<file path="src/rtl/wb_multi_master_arbiter.sv">
// Shares one Wishbone-classic core_* bus among NUM_MASTERS masters; grant registered (request N -> core_stb N+1), one idle cycle between grants.
// A granted master is held until core_ack, abort (m_cyc_i drop) or, with WB_ARB_TIMEOUT_EN defined, the TIMEOUT_CYCLES watchdog.
module wb_multi_master_arbiter #(
    parameter int NUM_MASTERS    = 2,
    parameter int ADDR_WIDTH     = 32,
    parameter int DATA_WIDTH     = 32,
    parameter int PRIORITY_MODE  = 0,
    parameter int TIMEOUT_CYCLES = 1024
) (
    input  logic                                  sys_clk,
    input  logic                                  rst_n,
    input  logic [NUM_MASTERS-1:0]                m_cyc_i,
    input  logic [NUM_MASTERS-1:0]                m_stb_i,
    input  logic [NUM_MASTERS-1:0]                m_we_i,
    input  logic [NUM_MASTERS*DATA_WIDTH/8-1:0]   m_sel_i,
    input  logic [NUM_MASTERS*ADDR_WIDTH-1:0]     m_addr_i,
    input  logic [NUM_MASTERS*DATA_WIDTH-1:0]     m_data_i,
    output logic [DATA_WIDTH-1:0]                 m_data_o,
    output logic [NUM_MASTERS-1:0]                m_ack_o,
    output logic [NUM_MASTERS-1:0]                m_err_o,
    output logic                                  core_cyc,
    output logic                                  core_stb,
    output logic                                  core_we,
    output logic [DATA_WIDTH/8-1:0]               core_sel,
    output logic [ADDR_WIDTH-1:0]                 core_addr,
    output logic [DATA_WIDTH-1:0]                 core_data_out,
    input  logic [DATA_WIDTH-1:0]                 core_data_in,
    input  logic                                  core_ack,
    output logic [NUM_MASTERS-1:0]                grant_o
);

    localparam int SEL_WIDTH = DATA_WIDTH / 8;
    localparam int PTR_W     = (NUM_MASTERS > 1) ? $clog2(NUM_MASTERS) : 1;

    if (NUM_MASTERS < 1 || NUM_MASTERS > 8) begin : g_bad_num_masters
        $error("wb_multi_master_arbiter: NUM_MASTERS must be 1..8");
    end
    if (DATA_WIDTH % 8 != 0) begin : g_bad_data_width
        $error("wb_multi_master_arbiter: DATA_WIDTH must be a multiple of 8");
    end
    if (TIMEOUT_CYCLES < 2) begin : g_bad_timeout
        $error("wb_multi_master_arbiter: TIMEOUT_CYCLES must be >= 2");
    end

    typedef enum logic {
        ST_IDLE = 1'b0,
        ST_BUSY = 1'b1
    } state_t;

    state_t                 r_state;
    state_t                 w_state_nxt;
    logic [NUM_MASTERS-1:0] r_grant;
    logic [NUM_MASTERS-1:0] w_grant_nxt;
    logic [PTR_W-1:0]       r_rr_ptr;
    logic [PTR_W-1:0]       w_rr_ptr_nxt;
    logic [NUM_MASTERS-1:0] w_req;
    logic [NUM_MASTERS-1:0] w_winner;
    logic [PTR_W-1:0]       w_gnt_idx;
    int                     w_gnt_int;
    logic                   w_busy;
    logic                   w_gnt_cyc;
    logic                   w_timeout;

    assign w_req     = m_cyc_i & m_stb_i;
    assign w_busy    = (r_state == ST_BUSY);
    assign w_gnt_int = int'(w_gnt_idx);
    assign w_gnt_cyc = m_cyc_i[w_gnt_idx];

    // Round-robin searches from the slot just after the last served master.
    always_comb begin
        int idx;
        w_winner = '0;
        idx      = 0;
        if (PRIORITY_MODE == 1) begin
            for (int k = 1; k <= NUM_MASTERS; k++) begin
                idx = (int'(r_rr_ptr) + k) % NUM_MASTERS;
                if (w_req[idx] && (w_winner == '0)) begin
                    w_winner[idx] = 1'b1;
                end
            end
        end else begin
            for (int i = 0; i < NUM_MASTERS; i++) begin
                if (w_req[i] && (w_winner == '0)) begin
                    w_winner[i] = 1'b1;
                end
            end
        end
    end

    always_comb begin
        w_gnt_idx = '0;
        for (int i = 0; i < NUM_MASTERS; i++) begin
            if (r_grant[i]) begin
                w_gnt_idx = PTR_W'(i);
            end
        end
    end

`ifdef WB_ARB_TIMEOUT_EN
    localparam int CNT_W = $clog2(TIMEOUT_CYCLES);
    localparam logic [CNT_W-1:0] CNT_LAST = CNT_W'(TIMEOUT_CYCLES - 1);

    logic [CNT_W-1:0] r_to_cnt;

    // Held at zero while idle, so every access starts counting from zero.
    always_ff @(posedge sys_clk) begin
        if (!rst_n) begin
            r_to_cnt <= '0;
        end else if (!w_busy) begin
            r_to_cnt <= '0;
        end else if (!core_ack) begin
            r_to_cnt <= r_to_cnt + CNT_W'(1);
        end
    end

    assign w_timeout = w_busy && !core_ack && (r_to_cnt == CNT_LAST);
`else
    assign w_timeout = 1'b0;
`endif

    always_ff @(posedge sys_clk) begin
        if (!rst_n) begin
            r_state  <= ST_IDLE;
            r_grant  <= '0;
            r_rr_ptr <= PTR_W'(NUM_MASTERS - 1);
        end else begin
            r_state  <= w_state_nxt;
            r_grant  <= w_grant_nxt;
            r_rr_ptr <= w_rr_ptr_nxt;
        end
    end

    always_comb begin
        w_state_nxt  = r_state;
        w_grant_nxt  = r_grant;
        w_rr_ptr_nxt = r_rr_ptr;
        case (r_state)
            ST_IDLE: begin
                if (|w_req) begin
                    w_state_nxt = ST_BUSY;
                    w_grant_nxt = w_winner;
                end
            end
            ST_BUSY: begin
                // Ack wins over a simultaneous abort; all three end the access.
                if (core_ack || !w_gnt_cyc || w_timeout) begin
                    w_state_nxt  = ST_IDLE;
                    w_grant_nxt  = '0;
                    w_rr_ptr_nxt = w_gnt_idx;
                end
            end
            default: begin
                w_state_nxt = ST_IDLE;
                w_grant_nxt = '0;
            end
        endcase
    end

    always_comb begin
        core_cyc      = 1'b0;
        core_stb      = 1'b0;
        core_we       = 1'b0;
        core_sel      = '0;
        core_addr     = '0;
        core_data_out = '0;
        m_data_o      = '0;
        m_ack_o       = '0;
        m_err_o       = '0;
        if (w_busy) begin
            core_cyc      = 1'b1;
            core_stb      = 1'b1;
            core_we       = m_we_i[w_gnt_idx];
            core_sel      = m_sel_i[w_gnt_int*SEL_WIDTH +: SEL_WIDTH];
            core_addr     = m_addr_i[w_gnt_int*ADDR_WIDTH +: ADDR_WIDTH];
            core_data_out = m_data_i[w_gnt_int*DATA_WIDTH +: DATA_WIDTH];
            m_data_o      = core_data_in;
            m_ack_o       = r_grant & {NUM_MASTERS{core_ack}};
            m_err_o       = r_grant & {NUM_MASTERS{w_timeout}};
        end
    end

    assign grant_o = r_grant;

endmodule
</file>
<file path="config.mk">
export PLATFORM = sky130hd
export DESIGN_NAME = wb_multi_master_arbiter
export DESIGN_NICKNAME = d
export VERILOG_FILES = /design/src/rtl/wb_multi_master_arbiter.sv
export SDC_FILE = /design/constraint.sdc
export NUM_CORES = 1
export LEC_CHECK = 0
export CAP_MARGIN = 30
export CORE_AREA = 5 5 107 109
export DETAILED_ROUTE_END_ITERATION = 7
export DIE_AREA = 0 0 112 114
export SYNTH_ARGS = -nofsm -noshare
export SYNTH_HDL_FRONTEND = slang
export SYNTH_SLANG_ARGS = --single-unit
</file>
<file path="constraint.sdc">
create_clock -name sys_clk -period 1.8 [get_ports sys_clk]
set_input_delay 0.36 -clock sys_clk [delete_from_list [all_inputs] [get_ports sys_clk]]
set_output_delay 0.36 -clock sys_clk [all_outputs]
set_load 0.005 [all_outputs]
</file>
==> results.sh <==
export IMPL_clkTransAtPathRegs_ns=0.03
export IMPL_fin_cells=645
export IMPL_p_leak_uw=0.00229
export IMPL_crit_cells=4
export IMPL_first_global_vias=2775
export IMPL_overflow=0
export IMPL_dp_cells=625
export IMPL_pre_cts_slack_ns=-0.138
export IMPL_setup_tns_ns=-0.134
export IMPL_layout_commonest_cell="clkdlybuf4s50_1"
export IMPL_clockRootBuffer="clkbuf_8"
export IMPL_worstPathCellList="buf_12, mux2i_1, nor2b_1, clkdlybuf4s50_1"
export IMPL_rows=38
export IMPL_die_area_um2=12800
export IMPL_cts_tree="yes"
export IMPL_max_stage_delay_ns=0.44
export IMPL_cts_buffers_inserted=3
export IMPL_final_cell_mix="clkdlybuf4s50_1, dlygate4sd2_1, nor2b_1, mux2i_1, and2_1"
export IMPL_grt_pass1_wl_um=15000
export IMPL_crit_path_end_kind="primary output"
export IMPL_period_share_pct=104
export IMPL_ys_warnings_count=0
export IMPL_yosysSeqAreaShare_pct=3.67
export IMPL_die_h_um=114
export IMPL_fmax_ghz=0.534
export IMPL_hold_viol_final=0
export IMPL_ys_ff_latch=3
export IMPL_wl_per_cell_um=16.4
export IMPL_drt_initial_drc_count=43
export IMPL_area_delta_synth_final_pct=201
export IMPL_crit_required_ns=1.44
export IMPL_die_w_um=112
export IMPL_synth_cells=214
export IMPL_synth_distinct_cells=20
export IMPL_rsz0062_at_grt="yes"
export IMPL_crit_path_start_kind="flop"
export IMPL_multi_input_area_um2=1480
export IMPL_maxCapViolCount=0
export IMPL_start_util_pct=15.6
export IMPL_port_buffers=283
export IMPL_grt_max_degree=33
export IMPL_ir_worst_vdd_uv=152
export IMPL_drive_above_1_share_pct=8.32
export IMPL_skew_ns=0.000741
export IMPL_violations="negative setup slack"
export IMPL_num_antenna_cells=0
export IMPL_cts_buffer_depth=2
export IMPL_dr_pass1_iters=4
export IMPL_worstSetupPathType="reg2out"
export IMPL_hp_class="reg2reg"
export IMPL_holdPathStages=1
export IMPL_status="complete, but fails checks"
export IMPL_nets=683
export IMPL_cp_num_buf_inv=2
export IMPL_netlist_area_um2=1640
export IMPL_ctsHtreeMaxLevel=1
export IMPL_path_max_fanout=15
export IMPL_hold_slack_ns=0.587
export IMPL_antenna_found_initial=0
export IMPL_totalPowerFinal_uw=1300
export IMPL_wirelength_um=10600
export IMPL_powerDensity_nw_per_um2=263
export IMPL_crit_arrival_ns=1.51
export IMPL_insertion_delay_ns=0.21
export IMPL_period_needed_ns=1.87
export IMPL_drv_slew=0
export IMPL_drtAntennaViolNets=0
export IMPL_core_um2=10500
export IMPL_seq_area_um2=67.6
export IMPL_viasPerCell=4.05
export IMPL_place_hpwl_um=8260
export IMPL_place_congestion=0.805
export IMPL_track_usage_pct=14.7
export IMPL_critPathSlowestCell="clkdlybuf4s50_1"
export IMPL_fin_ws_ns=-0.0718
export IMPL_io_pins=286
export IMPL_critPathTopFamily="buffers and inverters"
export IMPL_finalSetupViolCount=2
export IMPL_via_count=2612
export IMPL_cts_sinks=3
export IMPL_drc=0
export IMPL_worst_r2r_cell_count=6
export IMPL_n_fill_cell=1051
export IMPL_synth_avg_cell_area_um2=7.65
==> power breakdown <==
group | leakage, uW | internal, uW | switching (uW)
Sequential | 0.0000260 | 70.8 | 7.72
Clock | 0.0000228 | 151 | 43.5
Combinational | 0.00225 | 713 | 311
Total | 0.00229 | 934 | 363
==> worst paths after layout <==
| path | startpoint | end | slack [ns] |
|---|---|---|---|
| worst max-delay path | grant_o[1] | core_data_out[31] | -0.07 |
| worst min register to register | grant_o[0] | grant_o[0] | 0.59 |
| worst min-delay path | grant_o[0] | grant_o[0] | 0.59 |
| worst max register to register | grant_o[1] | grant_o[0] | 0.38 |
==> flip-flops by register name (all words and copies together), names as in the netlist <==
signal   count
r_state      1
grant_o      2
==> Yosys cell counts <==
cell	instances	area share, %
buf_2	4	1.2
mux2i_1	70	43
and2_1	32	12
nor2b_1	69	26
and3_1	2	0.76
nor2_1	1	0.23
buf_4	13	6.0
nand2_1	2	0.46
o221a_1	1	0.69
o21ai_0	1	0.31
conb_1	1	0.23
clkbuf_1	7	1.6
and3b_1	1	0.53
o21a_1	1	0.46
a21oi_1	2	0.61
nand3_1	1	0.31
a21boi_0	1	0.46
dfxtp_1	3	3.7
nor3b_2	1	0.76
a31oi_1	1	0.38
==> worst reg2reg max path, stage by stage, from the launching register on <==
cell     delay [ns]
dfxtp_4        0.37
buf_4          0.12
buf_8          0.13
buf_4          0.12
mux2i_1        0.26
nor3b_2        0.09
o221a_1        0.21
==> area by class of cell <==
cell class / instances / area share (%)
repair buffers: 310 / 64.3
multi-input cells: 188 / 29.9
well taps: 140 / 3.55
flip-flops and latches: 3 / 1.37
clock buffers: 4 / 0.913
==> cell families after synthesis <==
group                  count (synthesis)  share of synthesized area (%)
multiplexers                          70                           42.8
other                                  1                          0.229
AO/OA/AOI/OAI                          7                           2.90
flip-flops                             3                           3.67
AND/OR/NAND/NOR                      109                           41.6
buffers and inverters                 24                           8.79
==> what timing repair did <==
| action | 4_1_cts | 5_1_grt |
|---|---|---|
| resized for setup | 106 | 26 |
| gates cloned | 3 | 5 |
| buffers inserted | 4 | 4 |
| endpoints found under the setup margin | 105 | 44 |
| hold buffers | 0 | 0 |
==> metrics by stage <==
step	cell area [um2]	utilization, %
after global placement	4660	44.3
final	4930	47.0
after CTS	4730	45.0
after floorplan	1640	-
after detailed placement	4660	44.3
after global routing	4930	47.0
==> metal layers <==
| layer | track usage, % | wire, um | up-vias | share of wire (%) |
|---|---|---|---|---|
| met1 | 14.8 | 3680 | 1150 | 35 |
| met3 | 6.84 | 1170 | 14 | 11 |
| met2 | 28.2 | 5590 | 163 | 53 |
| li1 | - | - | 1285 | - |
| met4 | 2.08 | 120 | 0 | 1.1 |
| met5 | 0 | 0 | - | 0 |
Power figures use the tool's default switching activity.
